`src/rtl/sos_responder.sv`:
```
// Emergency stop sequencer: brings the car to the nearest reachable floor, parks it
// with the brake on and the door open, and blinks the alarm until maintenance clears it.
module sos_responder #(
    parameter int FLOORS    = 8,
    parameter int FLOOR_W   = 3,
    parameter int BLINK_DIV = 4
) (
    input  logic               clk,
    input  logic               rst_n,
    input  logic               sos_mode,
    input  logic [FLOOR_W-1:0] current_floor,
    input  logic               at_floor,
    input  logic [1:0]         car_dir,
    input  logic               maint_clear,
    output logic [FLOOR_W-1:0] target_floor,
    output logic               target_valid,
    output logic               brake,
    output logic               motor_inhibit,
    output logic               door_open,
    output logic               alarm,
    output logic               sos_ack
);

    typedef enum logic [2:0] {IDLE, SEEK, STOP, HOLD, RELEASE} state_t;

    typedef struct packed {
        logic target_valid;
        logic brake;
        logic motor_inhibit;
        logic door_open;
        logic sos_ack;
    } ctl_t;

    localparam logic [FLOOR_W-1:0] TOP_FLOOR = FLOOR_W'(FLOORS - 1);
    localparam int                 CNT_W     = (BLINK_DIV > 1) ? $clog2(BLINK_DIV) : 1;
    localparam logic [CNT_W-1:0]   CNT_LAST  = CNT_W'(BLINK_DIV - 1);

    state_t             state, state_nx;
    ctl_t               ctl, ctl_nx;
    logic [FLOOR_W-1:0] floor_sat, seek_floor, target_nx;
    logic [CNT_W-1:0]   blink_cnt, blink_cnt_nx;
    logic               alarm_nx;
    logic               alarm_on_nx;

    // Clamp an out-of-range floor report so the latched target is always servable.
    always_comb begin
        if (32'(current_floor) > 32'(FLOORS - 1)) floor_sat = TOP_FLOOR;
        else                                      floor_sat = current_floor;
    end

    always_comb begin
        case (car_dir)
            2'b01:   seek_floor = (floor_sat == TOP_FLOOR) ? TOP_FLOOR : floor_sat + FLOOR_W'(1);
            2'b10:   seek_floor = (floor_sat == '0) ? '0 : floor_sat - FLOOR_W'(1);
            default: seek_floor = floor_sat;
        endcase
    end

    always_comb begin
        state_nx  = state;
        target_nx = target_floor;
        case (state)
            IDLE: begin
                if (sos_mode) begin
                    target_nx = at_floor ? floor_sat : seek_floor;
                    state_nx  = at_floor ? STOP : SEEK;
                end
            end
            // sos_mode is deliberately not consulted once the sequence has started.
            SEEK:    if (at_floor && current_floor == target_floor) state_nx = STOP;
            STOP:    state_nx = HOLD;
            HOLD:    if (maint_clear && !sos_mode) state_nx = RELEASE;
            RELEASE: state_nx = IDLE;
            default: state_nx = IDLE;
        endcase
    end

    // Outputs are decoded from the next state and registered alongside it.
    always_comb begin
        ctl_nx = '0;
        case (state_nx)
            SEEK:    ctl_nx.target_valid = 1'b1;
            STOP:    ctl_nx = '{target_valid: 1'b1, brake: 1'b1, motor_inhibit: 1'b1,
                                door_open: 1'b0, sos_ack: 1'b0};
            HOLD:    ctl_nx = '{target_valid: 1'b1, brake: 1'b1, motor_inhibit: 1'b1,
                                door_open: 1'b1, sos_ack: 1'b0};
            RELEASE: ctl_nx = '{target_valid: 1'b1, brake: 1'b1, motor_inhibit: 1'b1,
                                door_open: 1'b0, sos_ack: 1'b1};
            default: ctl_nx = '0;
        endcase
    end

    assign alarm_on_nx = (state_nx == SEEK) || (state_nx == STOP) || (state_nx == HOLD);

    // Blink phase starts lit on leaving IDLE and then runs freely across SEEK/STOP/HOLD.
    always_comb begin
        blink_cnt_nx = '0;
        alarm_nx     = 1'b0;
        if (alarm_on_nx) begin
            if (state == IDLE) begin
                blink_cnt_nx = '0;
                alarm_nx     = 1'b1;
            end else if (blink_cnt == CNT_LAST) begin
                blink_cnt_nx = '0;
                alarm_nx     = ~alarm;
            end else begin
                blink_cnt_nx = blink_cnt + CNT_W'(1);
                alarm_nx     = alarm;
            end
        end
    end

    always_ff @(posedge clk or negedge rst_n) begin
        if (!rst_n) begin
            state        <= IDLE;
            ctl          <= '0;
            target_floor <= '0;
            blink_cnt    <= '0;
            alarm        <= 1'b0;
        end else begin
            state        <= state_nx;
            ctl          <= ctl_nx;
            target_floor <= target_nx;
            blink_cnt    <= blink_cnt_nx;
            alarm        <= alarm_nx;
        end
    end

    assign target_valid  = ctl.target_valid;
    assign brake         = ctl.brake;
    assign motor_inhibit = ctl.motor_inhibit;
    assign door_open     = ctl.door_open;
    assign sos_ack       = ctl.sos_ack;

endmodule

```
`config.mk`:
```
export PLATFORM = sky130hd
export DESIGN_NAME = sos_responder
export DESIGN_NICKNAME = d
export VERILOG_FILES = /design/src/rtl/sos_responder.sv
export SDC_FILE = /design/constraint.sdc
export NUM_CORES = 1
export LEC_CHECK = 0
export ABC_AREA = 1
export BUFFER_PORTS_ARGS = -buffer_cell sky130_fd_sc_hd__buf_2
export CORE_MARGIN = 3
export CORE_UTILIZATION = 30
export CTS_CLUSTER_SIZE = 20
export DETAILED_ROUTE_END_ITERATION = 6
export PLACE_DENSITY = 0.53
export SKIP_LAST_GASP = 1
export SYNTH_ARGS = -nofsm -noshare
export SYNTH_HDL_FRONTEND = slang
export SYNTH_SLANG_ARGS = --single-unit
export TNS_END_PERCENT = 5
```
`constraint.sdc`:
```
create_clock -name clk -period 1.4 [get_ports clk]
set_input_delay 0.28 -clock clk [delete_from_list [all_inputs] [get_ports clk]]
set_output_delay 0.28 -clock clk [all_outputs]
set_load 0.05 [all_outputs]
```
Word-level counts from Yosys, hierarchy flattened
Index checks and enable logic that the tools add are counted.
{"block": "totals", "rom_bits": 0, "elab_cells": 52, "in_bits": 10, "ramBits": 0, "register_bits": 14, "out_inout_bits": 9, "latchBits": 0, "n_memories": 0}
{"block": "op_classes", "n_mul": 0, "div_mod_pow": 0, "bitwise_logic": 1, "n_reduce_logical": 9, "order_cmp": 0, "n_mux": 17, "n_addsub": 3, "n_eq_ne": 13, "shifts": 0}
{"operator": "2-to-1 mux 3 bit", "count": 6}
{"operator": "equality test 3 x 2 -> 1 bit (second input constant)", "count": 4}
{"operator": "case mux 3 bit (4 select lines)", "count": 1}
{"operator": "case mux 4 bit (3 select lines)", "count": 1}
{"operator": "2-to-1 mux 2 bit", "count": 4}
{"operator": "equality test 3 x 1 -> 1 bit (second input constant)", "count": 2}
{"operator": "equality test 3 bit (second input constant)", "count": 2}
{"operator": "zero test 3 bit", "count": 2}
{"operator": "case mux 3 bit (2 select lines)", "count": 1}
{"operator": "equality test 2 bit (second input constant)", "count": 2}
{"operator": "2-to-1 mux 1 bit", "count": 4}
{"operator": "OR reduction 4 bit", "count": 1}
{"operator": "adder 3 x 1 -> 3 bit (second input constant)", "count": 1}
{"operator": "equality test 3 bit", "count": 1}
{"operator": "!= test 3 x 1 -> 1 bit (second input constant)", "count": 1}
{"operator": "subtractor 3 x 1 -> 3 bit (second input constant)", "count": 1}
{"operator": "adder 2 x 1 -> 2 bit (second input constant)", "count": 1}
{"operator": "equality test 2 x 1 -> 1 bit (second input constant)", "count": 1}
{"operator": "logical AND 1 bit", "count": 2}
{"operator": "logical OR 1 bit", "count": 2}
{"operator": "AND reduction 2 bit", "count": 1}
{"operator": "zero test 1 bit", "count": 1}
{"operator": "NOT 1 bit", "count": 1}

Logic depth before layout (Yosys ltp)
{"block": "depth", "ltp_word": 8, "mapped_depth": 9, "mapped_depth_nobuf": 9}

Worst setup path after synthesis
OpenSTA, ideal clock, no wires.
{"block": "synth_path", "path_kind": "reg2reg", "from": "reg target_floor[0]", "to": "reg ctl, in the netlist target_valid", "period_less_slack_ps": 1387, "path_buffers": 0, "arrival_ps": 1267, "t_required_ps": 1279, "setup_ps": 121, "path_stages_with_launch": 10, "slack_ps": 13, "cell_sequence": "dfrtp_1 inv_1 nand2_1 nand2_1 nor2_1 nand2_1 nand2_1 nand2_2 nor2_4 nand2_1"}
{"element": "from (decl)", "line": "15", "text": "output logic [FLOOR_W-1:0] target_floor,"}
{"element": "from (signal assigned)", "line": "123", "text": "target_floor <= target_nx;"}
{"element": "to (signal assigned)", "line": "122", "text": "ctl <= ctl_nx;"}
{"element": "to (decl)", "line": "39", "text": "ctl_t ctl, ctl_nx;"}

==> impl_metrics.toml <==
[clocking]
clock_sinks = 13
insertion_delay_ns = 0.26
cts.htree.levels = 1
cts-root-buf = "clkbuf_4"
cts_tree = "done"
numCtsBuffers = 3
clk_pin_slew_worst_paths_ns = 0.07
clock_path_buffers = 2

[placed_design]
placedCellCount = 152
dp_hpwl_um = 1230
placed_area_um2 = 930
gp_congestion = 0.857
port_buffers = 18

[timing]
timing.setup.tns_ns = 0
slew_headroom_pct = 81.0
tightest_slew_ns = 0.285
fin_skew_ns = 0.000869
report.final.hold_viol_count = 0
fin_crit_sh_pct = 90.4
slew_violations = 0
finalSetupViolations = 0
period_minus_slack_ns = 1.27
rsz0062_at_grt = "false"
max_freq_mhz = 790

[global_route]
grt_max_degree = 14
grt_overflow = 0
antenna_found_initial = 0
grt_usage_pct = 9.99
grt_pass1_wl_um = 2600
grt_pass1_vias = 651

[logic_synthesis]
synth_compound_area_share_pct = 10.4
ys_ff_latch = 13
synth_warnings = 0
synth.most_common_cell = "nand2_1"
synthesis.nets = 120
yosys.cell_types.count = 17
synth_top_area_share_pct = 40.9
synthSimpleGateAreaFrac_pct = 26.1
synthArstFlopShare_pct = 100
synth-main-ff-cell = "dfrtp_1"
synth_top_family_by_area = "simple AND/OR/NAND/NOR gates"
yosys.area_share.adder_pct = 11.0
synth_mux_area_share_pct = 0
synthTopCellsByCount = "nand2_1 (21), inv_1 (18), dfrtp_1 (13), o21ai_0 (10), nor2_1 (9)"
synth_enable_flop_cells = 0
synth_xor_area_share_pct = 1.10
syn_inst = 103
synth_largest_area_cell = "dfrtp_1"
syn-cell-area_um2 = 795
synth_area_leaders = "dfrtp_1 (41%), ha_1 (11%), nand2_1 (9.9%)"
synth-seq-area-share_pct = 40.9
avgSynthCellArea_um2 = 7.71

[min_path]
hold_path.class = "in2reg"

[floorplan]
start_util_pct = 31.8
fp.dieW_um = 57.5
die_h_um = 57.5
dieArea_um2 = 3300
io_pins = 19
rows = 18
core_um2 = 2500

[cells_and_area]
utilization_pct = 38.6
fin_cells = 157
antennaDiodeCount = 0
area_growth_pct = 21.6
fill_cells = 270
drive_above_1_share_pct = 26.8
design_area_um2 = 966
finalNetCount = 145

[power]
powerDensity_nw_per_um2 = 2090
peakVddDrop_uv = 1140
power_leakage_nw = 0.543

[routing]
drc_errors = 0
vias = 680
drt_iter0_drc = 19
antenna_left = 0
met3_length_um = 71
vias_per_cell = 4.33
postRouteWirelength_um = 1450
wl_met2_um = 668
routedWlPerCell_um = 9.25
dr.max_layer_used = "met3"
met1Wirelength_um = 714
first_pass_iters = 4

[worst_setup_path]
end_kind = "flop"
startpoint_type = "flop"
path_max_fanout = 4
criticalPathCategory = "reg2reg"
cp.arrival_ns = 1.42
cp.required_ns = 1.56

[outcome]
status = "completed"

[job]
cap_violations = 0
-- flip-flops by register name, summed over array words and instances (netlist names) --
register	cells
sos_ack	1
blink_cnt	2
target_valid	1
brake	1
door_open	1
alarm	1
state	3
target_floor	3
-- layer usage --
layer  vias up  track usage (%)
met2        11             15.6
met3         0             4.07
li1        363                -
met5         -                0
met1       306             13.0
met4         0             1.99
-- logic make-up (layout without fill, tap and decap cells) --
kind of cell             after synthesis  count (layout)
adder cells (fa/ha/maj)                7               7
flip-flops                            13              13
buffers and inverters                 21              45
AND/OR/NAND/NOR                       45              45
AO/OA/AOI/OAI                         16              16
XOR/XNOR                               1               1
-- through the flow --
step	worst slack, ns	hold WS (ns)	power, mW
after floorplan	0.0128	-0.0156	1.58
after global placement	-0.00707	0.176	1.81
after detailed placement	0.0273	0.181	1.82
after CTS	0.128	0.263	2.05
after global routing	0.0127	0.267	2.19
final	0.135	0.275	2.02
-- path summary, 6_finish.rpt --
| check | startpoint | end | slack (ns) | depth (start not counted) |
|---|---|---|---|---|
| setup / recovery | state[1] | target_valid | 0.13 | 8 |
| min in group asynchronous | rst_n | alarm | 0.43 | 2 |
| hold reg to reg | target_floor[0] | target_floor[0] | 0.51 | 2 |
| setup reg to reg | state[1] | target_valid | 0.13 | 8 |
| hold / removal | maint_clear | sos_ack | 0.28 | 3 |
| max in group asynchronous | rst_n | blink_cnt[1] | 0.75 | 2 |
-- layout by cell type (no fill, tap or decap) --
cell / synthesis / routed
nor2_1: 9 / 9
dlygate4sd3_1: 0 / 1
ha_1: 7 / 7
buf_4: 1 / 2
nand3_1: 3 / 3
nor2_2: 4 / 4
dfrtp_1: 13 / 13
inv_1: 18 / 18
o21ai_0: 10 / 10
a21oi_1: 5 / 5
nor2_4: 1 / 1
inv_2: 2 / 2
buf_2: 0 / 18
xor2_1: 1 / 1
nand3_2: 1 / 1
clkbuf_1: 0 / 1
nand2_2: 3 / 3
o211ai_1: 1 / 1
clkbuf_4: 0 / 3
nor3_1: 3 / 3
nand2_1: 21 / 21
-- where the power goes --
part | internal, mW | switching [mW] | leakage, nW
Clock | 0.110 | 0.105 | 0.0150
Combinational | 0.322 | 0.847 | 0.369
Sequential | 0.542 | 0.0905 | 0.159
-- critical path: stages (launching register included) --
cell	delay [ns]
dfrtp_1	0.42
inv_1	0.10
nor2_1	0.04
nand2_1	0.11
inv_2	0.05
nor2_2	0.14
nand2_2	0.10
nor2_4	0.15
nand2_1	0.06
-- area by class of cell --
cell class	count	area, µm²	area share, %
clock buffers	4	26.3	2.72
well taps	30	37.5	3.89
repair buffers	21	115	11.9
flip-flops and latches	13	325	33.7
multi-input cells	69	387	40.0
inverters	20	75.1	7.77
-- timing repair --
action,in CTS,in global routing
hold buffers,1,0
gates resized for setup,0,0
endpoints found under the hold margin,13,0
buffers inserted,0,0
Power figures use the tool's default switching activity.
